--- src/rtl/rx78_vram_arbiter.sv ---
// Single-port VRAM arbiter between the Z80 bus and video scanout. Video has priority.
// Optional CPU fairness limit when RX78_VRAM_FAIR_EN is defined.
//
// state | meaning
// IDLE  | no access in flight; arbitrate pending requests
// VID_A | video address presented to VRAM
// VID_D | video read data returned by VRAM
// CPU_A | CPU address (and write strobe) presented to VRAM
// CPU_D | CPU read data returned / access complete
module rx78_vram_arbiter #(
  parameter int ADDR_W         = 13,
  parameter int BANK_W         = 3,
  parameter int DATA_W         = 8,
  parameter int MAX_VID_STREAK = 4
) (
  input  logic                     clk,
  input  logic                     reset,
  input  logic                     cpu_req,
  input  logic                     cpu_we,
  input  logic [ADDR_W-1:0]        cpu_addr,
  input  logic [DATA_W-1:0]        cpu_din,
  output logic [DATA_W-1:0]        cpu_dout,
  output logic                     cpu_done,
  output logic                     cpu_wait_n,
  input  logic                     bank_we,
  input  logic [7:0]               bank_din,
  output logic [7:0]               bank_q,
  input  logic                     vid_req,
  input  logic [ADDR_W+BANK_W-1:0] vid_addr,
  output logic [DATA_W-1:0]        vid_data,
  output logic                     vid_ack,
  output logic [ADDR_W+BANK_W-1:0] ram_addr,
  output logic                     ram_we,
  output logic [DATA_W-1:0]        ram_din,
  input  logic [DATA_W-1:0]        ram_q
);

  typedef enum logic [2:0] {IDLE, VID_A, VID_D, CPU_A, CPU_D} state_t;

  state_t state, state_nxt;
  logic   grant_vid, grant_cpu;
  logic   served;
  logic   we_lat;
  logic   cpu_pend;
  logic   fair_cpu;

  // A request still high after its own done must fall before it can be granted again.
  assign cpu_pend   = cpu_req & ~served;
  assign cpu_wait_n = reset | ~(cpu_req & ~cpu_done);

`ifdef RX78_VRAM_FAIR_EN
  localparam int SW = $clog2(MAX_VID_STREAK + 1);
  logic [SW-1:0] streak;

  assign fair_cpu = cpu_pend && (streak >= SW'(MAX_VID_STREAK));

  always_ff @(posedge clk or posedge reset) begin
    if (reset)
      streak <= '0;
    else if (grant_cpu || !cpu_req)
      streak <= '0;
    else if (grant_vid && cpu_pend && (streak < SW'(MAX_VID_STREAK)))
      streak <= streak + SW'(1);
  end
`else
  assign fair_cpu = 1'b0;
`endif

  always_ff @(posedge clk or posedge reset) begin
    if (reset) state <= IDLE;
    else       state <= state_nxt;
  end

  always_comb begin
    state_nxt = state;
    grant_vid = 1'b0;
    grant_cpu = 1'b0;
    case (state)
      IDLE: begin
        if (vid_req && !fair_cpu) begin
          grant_vid = 1'b1;
          state_nxt = VID_A;
        end else if (cpu_pend) begin
          grant_cpu = 1'b1;
          state_nxt = CPU_A;
        end
      end
      VID_A:   state_nxt = VID_D;
      VID_D:   state_nxt = IDLE;
      CPU_A:   state_nxt = CPU_D;
      CPU_D:   state_nxt = IDLE;
      default: state_nxt = IDLE;
    endcase
  end

  // Address, write data and direction are captured at grant so a bank change
  // mid-access cannot disturb the in-flight cycle.
  always_ff @(posedge clk or posedge reset) begin
    if (reset) begin
      bank_q   <= '0;
      ram_addr <= '0;
      ram_we   <= 1'b0;
      ram_din  <= '0;
      we_lat   <= 1'b0;
      cpu_dout <= '0;
      cpu_done <= 1'b0;
      vid_data <= '0;
      vid_ack  <= 1'b0;
      served   <= 1'b0;
    end else begin
      ram_we   <= 1'b0;
      cpu_done <= 1'b0;
      vid_ack  <= 1'b0;
      if (bank_we)
        bank_q <= bank_din;
      if (grant_vid)
        ram_addr <= vid_addr;
      if (grant_cpu) begin
        ram_addr <= {bank_q[BANK_W-1:0], cpu_addr};
        ram_we   <= cpu_we;
        ram_din  <= cpu_din;
        we_lat   <= cpu_we;
      end
      if (state == VID_D) begin
        vid_data <= ram_q;
        vid_ack  <= 1'b1;
      end
      if (state == CPU_D) begin
        if (!we_lat)
          cpu_dout <= ram_q;
        cpu_done <= 1'b1;
      end
      if (grant_cpu)
        served <= 1'b1;
      else if (!cpu_req)
        served <= 1'b0;
    end
  end

endmodule
--- config.mk ---
export PLATFORM = sky130hd
export DESIGN_NAME = rx78_vram_arbiter
export DESIGN_NICKNAME = d
export VERILOG_FILES = /design/src/rtl/rx78_vram_arbiter.sv
export SDC_FILE = /design/constraint.sdc
export NUM_CORES = 1
export LEC_CHECK = 0
export CAP_MARGIN = 5
export CORE_UTILIZATION = 36
export CTS_CLUSTER_DIAMETER = 120
export DETAILED_ROUTE_END_ITERATION = 16
export PLACE_DENSITY_LB_ADDON = 0.1
export SLEW_MARGIN = 20
export SYNTH_ARGS = -nofsm -noshare
export SYNTH_HDL_FRONTEND = slang
export SYNTH_SLANG_ARGS = --single-unit
--- constraint.sdc ---
create_clock -name clk -period 1.7 [get_ports clk]
set_input_delay 0.34 -clock clk [delete_from_list [all_inputs] [get_ports clk]]
set_output_delay 0.34 -clock clk [all_outputs]
set_load 0.05 [all_outputs]
# Yosys cells after proc, flatten, opt, wreduce, memory -nomap -nowiden
# Index checks and enable logic that the tools add are counted.
# W data, S select, Z words.
[totals] in_bits=59 output_inout_bits=52 ff_bits=56
[classes] n_bitwise=7 muxes=15 eq_ne=6 n_reduce_logical=3
[op_table] op="$mux W16" count=2
[op_table] op="$mux W1" count=10
[op_table] op="$pmux W3 S3" count=1
[op_table] op="$eq A3 B2 Y1 const B" count=2
[op_table] op="$mux W3" count=2
[op_table] op="$not A1 Y1" count=4
[op_table] op="$eq A3 B1 Y1 const B" count=1
[op_table] op="$eq A3 B3 Y1 const B" count=1
[op_table] op="$logic_not A3 Y1" count=1
[op_table] op="$ne A3 B3 Y1 const B" count=1
[op_table] op="$and A1 B1 Y1" count=2
[op_table] op="$ne A2 B1 Y1 const B" count=1
[op_table] op="$reduce_and A2 Y1" count=1
[op_table] op="$reduce_bool A2 Y1" count=1
[op_table] op="$or A1 B1 Y1" count=1

# Depth between registers and ports, before layout
[depth] ltp_word=6 depth_mapped=6 ltp_nobuf=3

# Worst setup path after synthesis
# OpenSTA, ideal clock, no wires.
[synth_timing] kind="register to register" start="reg state[2]" end="reg ram_din[0]" path_stages_with_launch=6 t_required_ns=1.575 setup_slack_ns=0.137 path_buffers=2 t_arrival_ns=1.438 period_less_slack_ns=1.563 path_cell_list="dfrtp_1 -> nor3_4 -> and3_1 -> buf_6 -> buf_12 -> mux2_4"
[synth_between] elab_chain_cells=2
[synth_lines] element="start: declaration" line_no="40" source="state_t state, state_nxt;"
[synth_lines] element="start signal: assignment" line_no="71" source="else state <= state_nxt;"
[synth_lines] element="$logic_not A3 Y1" line_no="78" source="case (state)"
[synth_lines] element="$mux W1" line_no="78"
[synth_lines] element="end signal: assignment" line_no="121" source="ram_din <= cpu_din;"
[synth_lines] element="end: declaration" line_no="34" source="output logic [DATA_W-1:0] ram_din,"
# Every way passes these cells.
# A chain may end at the register's enable or synchronous reset.

# Worst setup path in the final report
[layout_timing] start="in cpu_req" end="reg ram_din[6]"
[layout_between] elab_chain_cells=4
[layout_lines] element="start: declaration" line_no="18" source="input logic cpu_req,"
[layout_lines] element="$and A1 B1 Y1" line_no="48" source="assign cpu_pend = cpu_req & ~served;"
[layout_lines] element="$mux W1" line_no="83" source="end else if (cpu_pend) begin"
[layout_lines] element="$mux W1" line_no="80" source="if (vid_req && !fair_cpu) begin"
[layout_lines] element="$mux W1" line_no="78"
# Every way passes these cells.

==> flow_metrics.tcl <==
set metrics [dict create \
    drv_cap 0 \
    vdd_ir_drop_max_uv 1030 \
    dp_hpwl_um 3690 \
    gp_congestion 0.700 \
    synth_top_cell_by_area "dfrtp_1" \
    die-area_um2 6500 \
    grt_util_all_layers_pct 16.7 \
    syn_area_um2 2230 \
    rsz0062_at_grt "false" \
    min_path_type "input port to async pin" \
    p_leak_nw 1.63 \
    drt_wl_total_um 4970 \
    ctsResizeCount 0 \
    postCtsHoldBufs 0 \
    clk_latency_ns 0.30 \
    met2_usage_pct 27.3 \
    start_kind "input port" \
    reg2reg_from "state[2]" \
    clk_pin_slew_ns 0.09 \
    clock_path_buffers 2 \
    fmax_mhz 638 \
    postPlaceCellArea_um2 3370 \
    final_util_pct 57.9 \
    cp-end-kind "flip-flop" \
    r2r_slack_ns 0.14 \
    final.period_utilization_pct 92.2 \
    num_vias 1659 \
    post_cts_buffers 0 \
    hold_viol_final 0 \
    post-route-min-period_ns 1.57 \
    grtUsageMet1_pct 21.4 \
    stdcell_area_um2 3450 \
    cts_buffers 5 \
    drt_iter0_markers 47 \
    yosysWarnings 0 \
    worst_ep_required_time_ns 1.89 \
    powerDensity_nw_per_um2 1990 \
    grt_antenna_before_repair 0 \
    ant_nets 0 \
    seq_area_frac_synth_pct 63.0 \
    syn2layout_area_growth_pct 54.8 \
    dpl.cell_count 339 \
    busiest_layer "met2" \
    synth_area_leaders "dfrtp_1 63%, mux2_2 16%, a221o_1 7.2%" \
    drive_gt1_share_pct 40.2 \
    relSlewSlack_pct 75.4 \
    clkSinkCount 56 \
    wl_per_cell_um 14.4 \
    synth.avg_cell_area_um2 14.9 \
    path_class "input port to flip-flop" \
    synthDistinctLibCells 22 \
    critPathMaxFanout 18 \
    grt_overflow 0 \
    r2r_end "ram_addr[12]" \
    cts_tree "done" \
    synthCells 149 \
    diodes 0 \
    drc 0 \
    rr_worst_depth 5 \
    routed_via_density 4.79 \
    grt_pass1_vias 1754 \
    slew_violations 0 \
    grt.met3_usage_pct 4.77 \
    final_net_count 330 \
    synth_seq_cells 56 \
    setup-violations-final 0 \
    final_common_cell "buf_4" \
    first_pass_iters 4 \
    grt_pass1_wl_um 8250 \
    clock-skew-final_ns 0.00282 \
    rows 28 \
    grt_max_degree 36 \
    io_pins 111 \
    dieHeight_um 80.6 \
    finalNonFillerCells 346 \
    layout_common_cells "64 x buf_4, 58 x clkdlybuf4s50_1, 56 x dfrtp_1" \
    netlist.area_leader.share_pct 63.0 \
    outcome "finished, final reports clean" \
    die_w_um 80.6 \
    tightest_slew_ns 0.368 \
    fp.coreArea_um2 5960 \
    synth_fp_nets 208 \
    port_buffers 110 \
    htreeDepth 2 \
    worstPathArrival_ns 1.75 \
    root_buffer "clkbuf_8" \
    start_util_pct 37.4 \
]
flip-flops by register name (all words and copies together) (netlist names):
register and count:
cpu_dout 8, cpu_done 1, we_lat 1, vid_ack 1, ram_addr 16, ram_din 8
served 1, bank_q 8, vid_data 8, ram_we 1, state 3
metal layers:
| metal | vias to the layer above | share of wire (%) |
|---|---|---|
| li1 | 788 | - |
| met3 | 5 | 6.5 |
| met5 | - | 0 |
| met4 | 0 | 0.92 |
| met2 | 65 | 48 |
| met1 | 801 | 45 |
where the power goes:
group | switching (mW) | internal, mW | total (mW)
Sequential | 0.328 | 1.89 | 2.22
Clock | 0.397 | 0.282 | 0.679
Combinational | 2.50 | 1.48 | 3.98
Total | 3.23 | 3.65 | 6.87
synth_stat cells, drive strengths merged:
master   n
dfrtp   56
and3    17
and2     1
nor2     2
mux2    33
a21oi    1
nor2b    2
nor3     2
a21o     1
o21ai    1
nand2    2
nor3b    2
a221o   16
clkbuf   4
inv      3
buf      6
critical path, cell delays in order:
cell	delay, ns
clkdlybuf4s50_1	0.49
nor2b_1	0.17
and3_1	0.24
buf_12	0.17
mux2_2	0.34
cell type report:
cell class	instances	area, um2
well taps	75	93.8
repair buffers	125	1120
inverters	3	15.0
clock inverters	1	5.00
clock buffers	6	72.6
multi-input cells	80	737
fillers	502	2510
flip-flops and latches	56	1400
how the worst max path moves through the flow:
stage / cells past startpoint / endpoint / startpoint
3_3_place_gp: 5 / ram_din[6] / cpu_req
6_report: 5 / ram_din[6] / cpu_req
2_1_floorplan: 5 / ram_din[0] / state[2]
3_5_place_dp: 5 / ram_din[6] / cpu_req
5_1_grt: 5 / ram_addr[12] / state[2]
4_1_cts: 5 / ram_addr[12] / state[2]
per-stage QoR:
step	setup TNS, ns	power, mW	setup WS [ns]	hold slack (ns)
6_report	0	6.87	0.133	0.473
5_1_grt	0	7.26	0.0414	0.491
4_1_cts	0	6.96	0.116	0.473
3_5_place_dp	-2.66	6.26	-0.173	0.472
3_3_place_gp	-2.46	6.22	-0.154	0.467
2_1_floorplan	0	4.94	0.137	0.420
kinds of logic after synthesis:
family / share of synthesized area (%)
AO/OA/AOI/OAI: 8.15
AND/OR/NAND/NOR: 7.93
flip-flops: 63.0
multiplexers: 17.0
buffers and inverters: 3.93
Power figures use the tool's default switching activity.
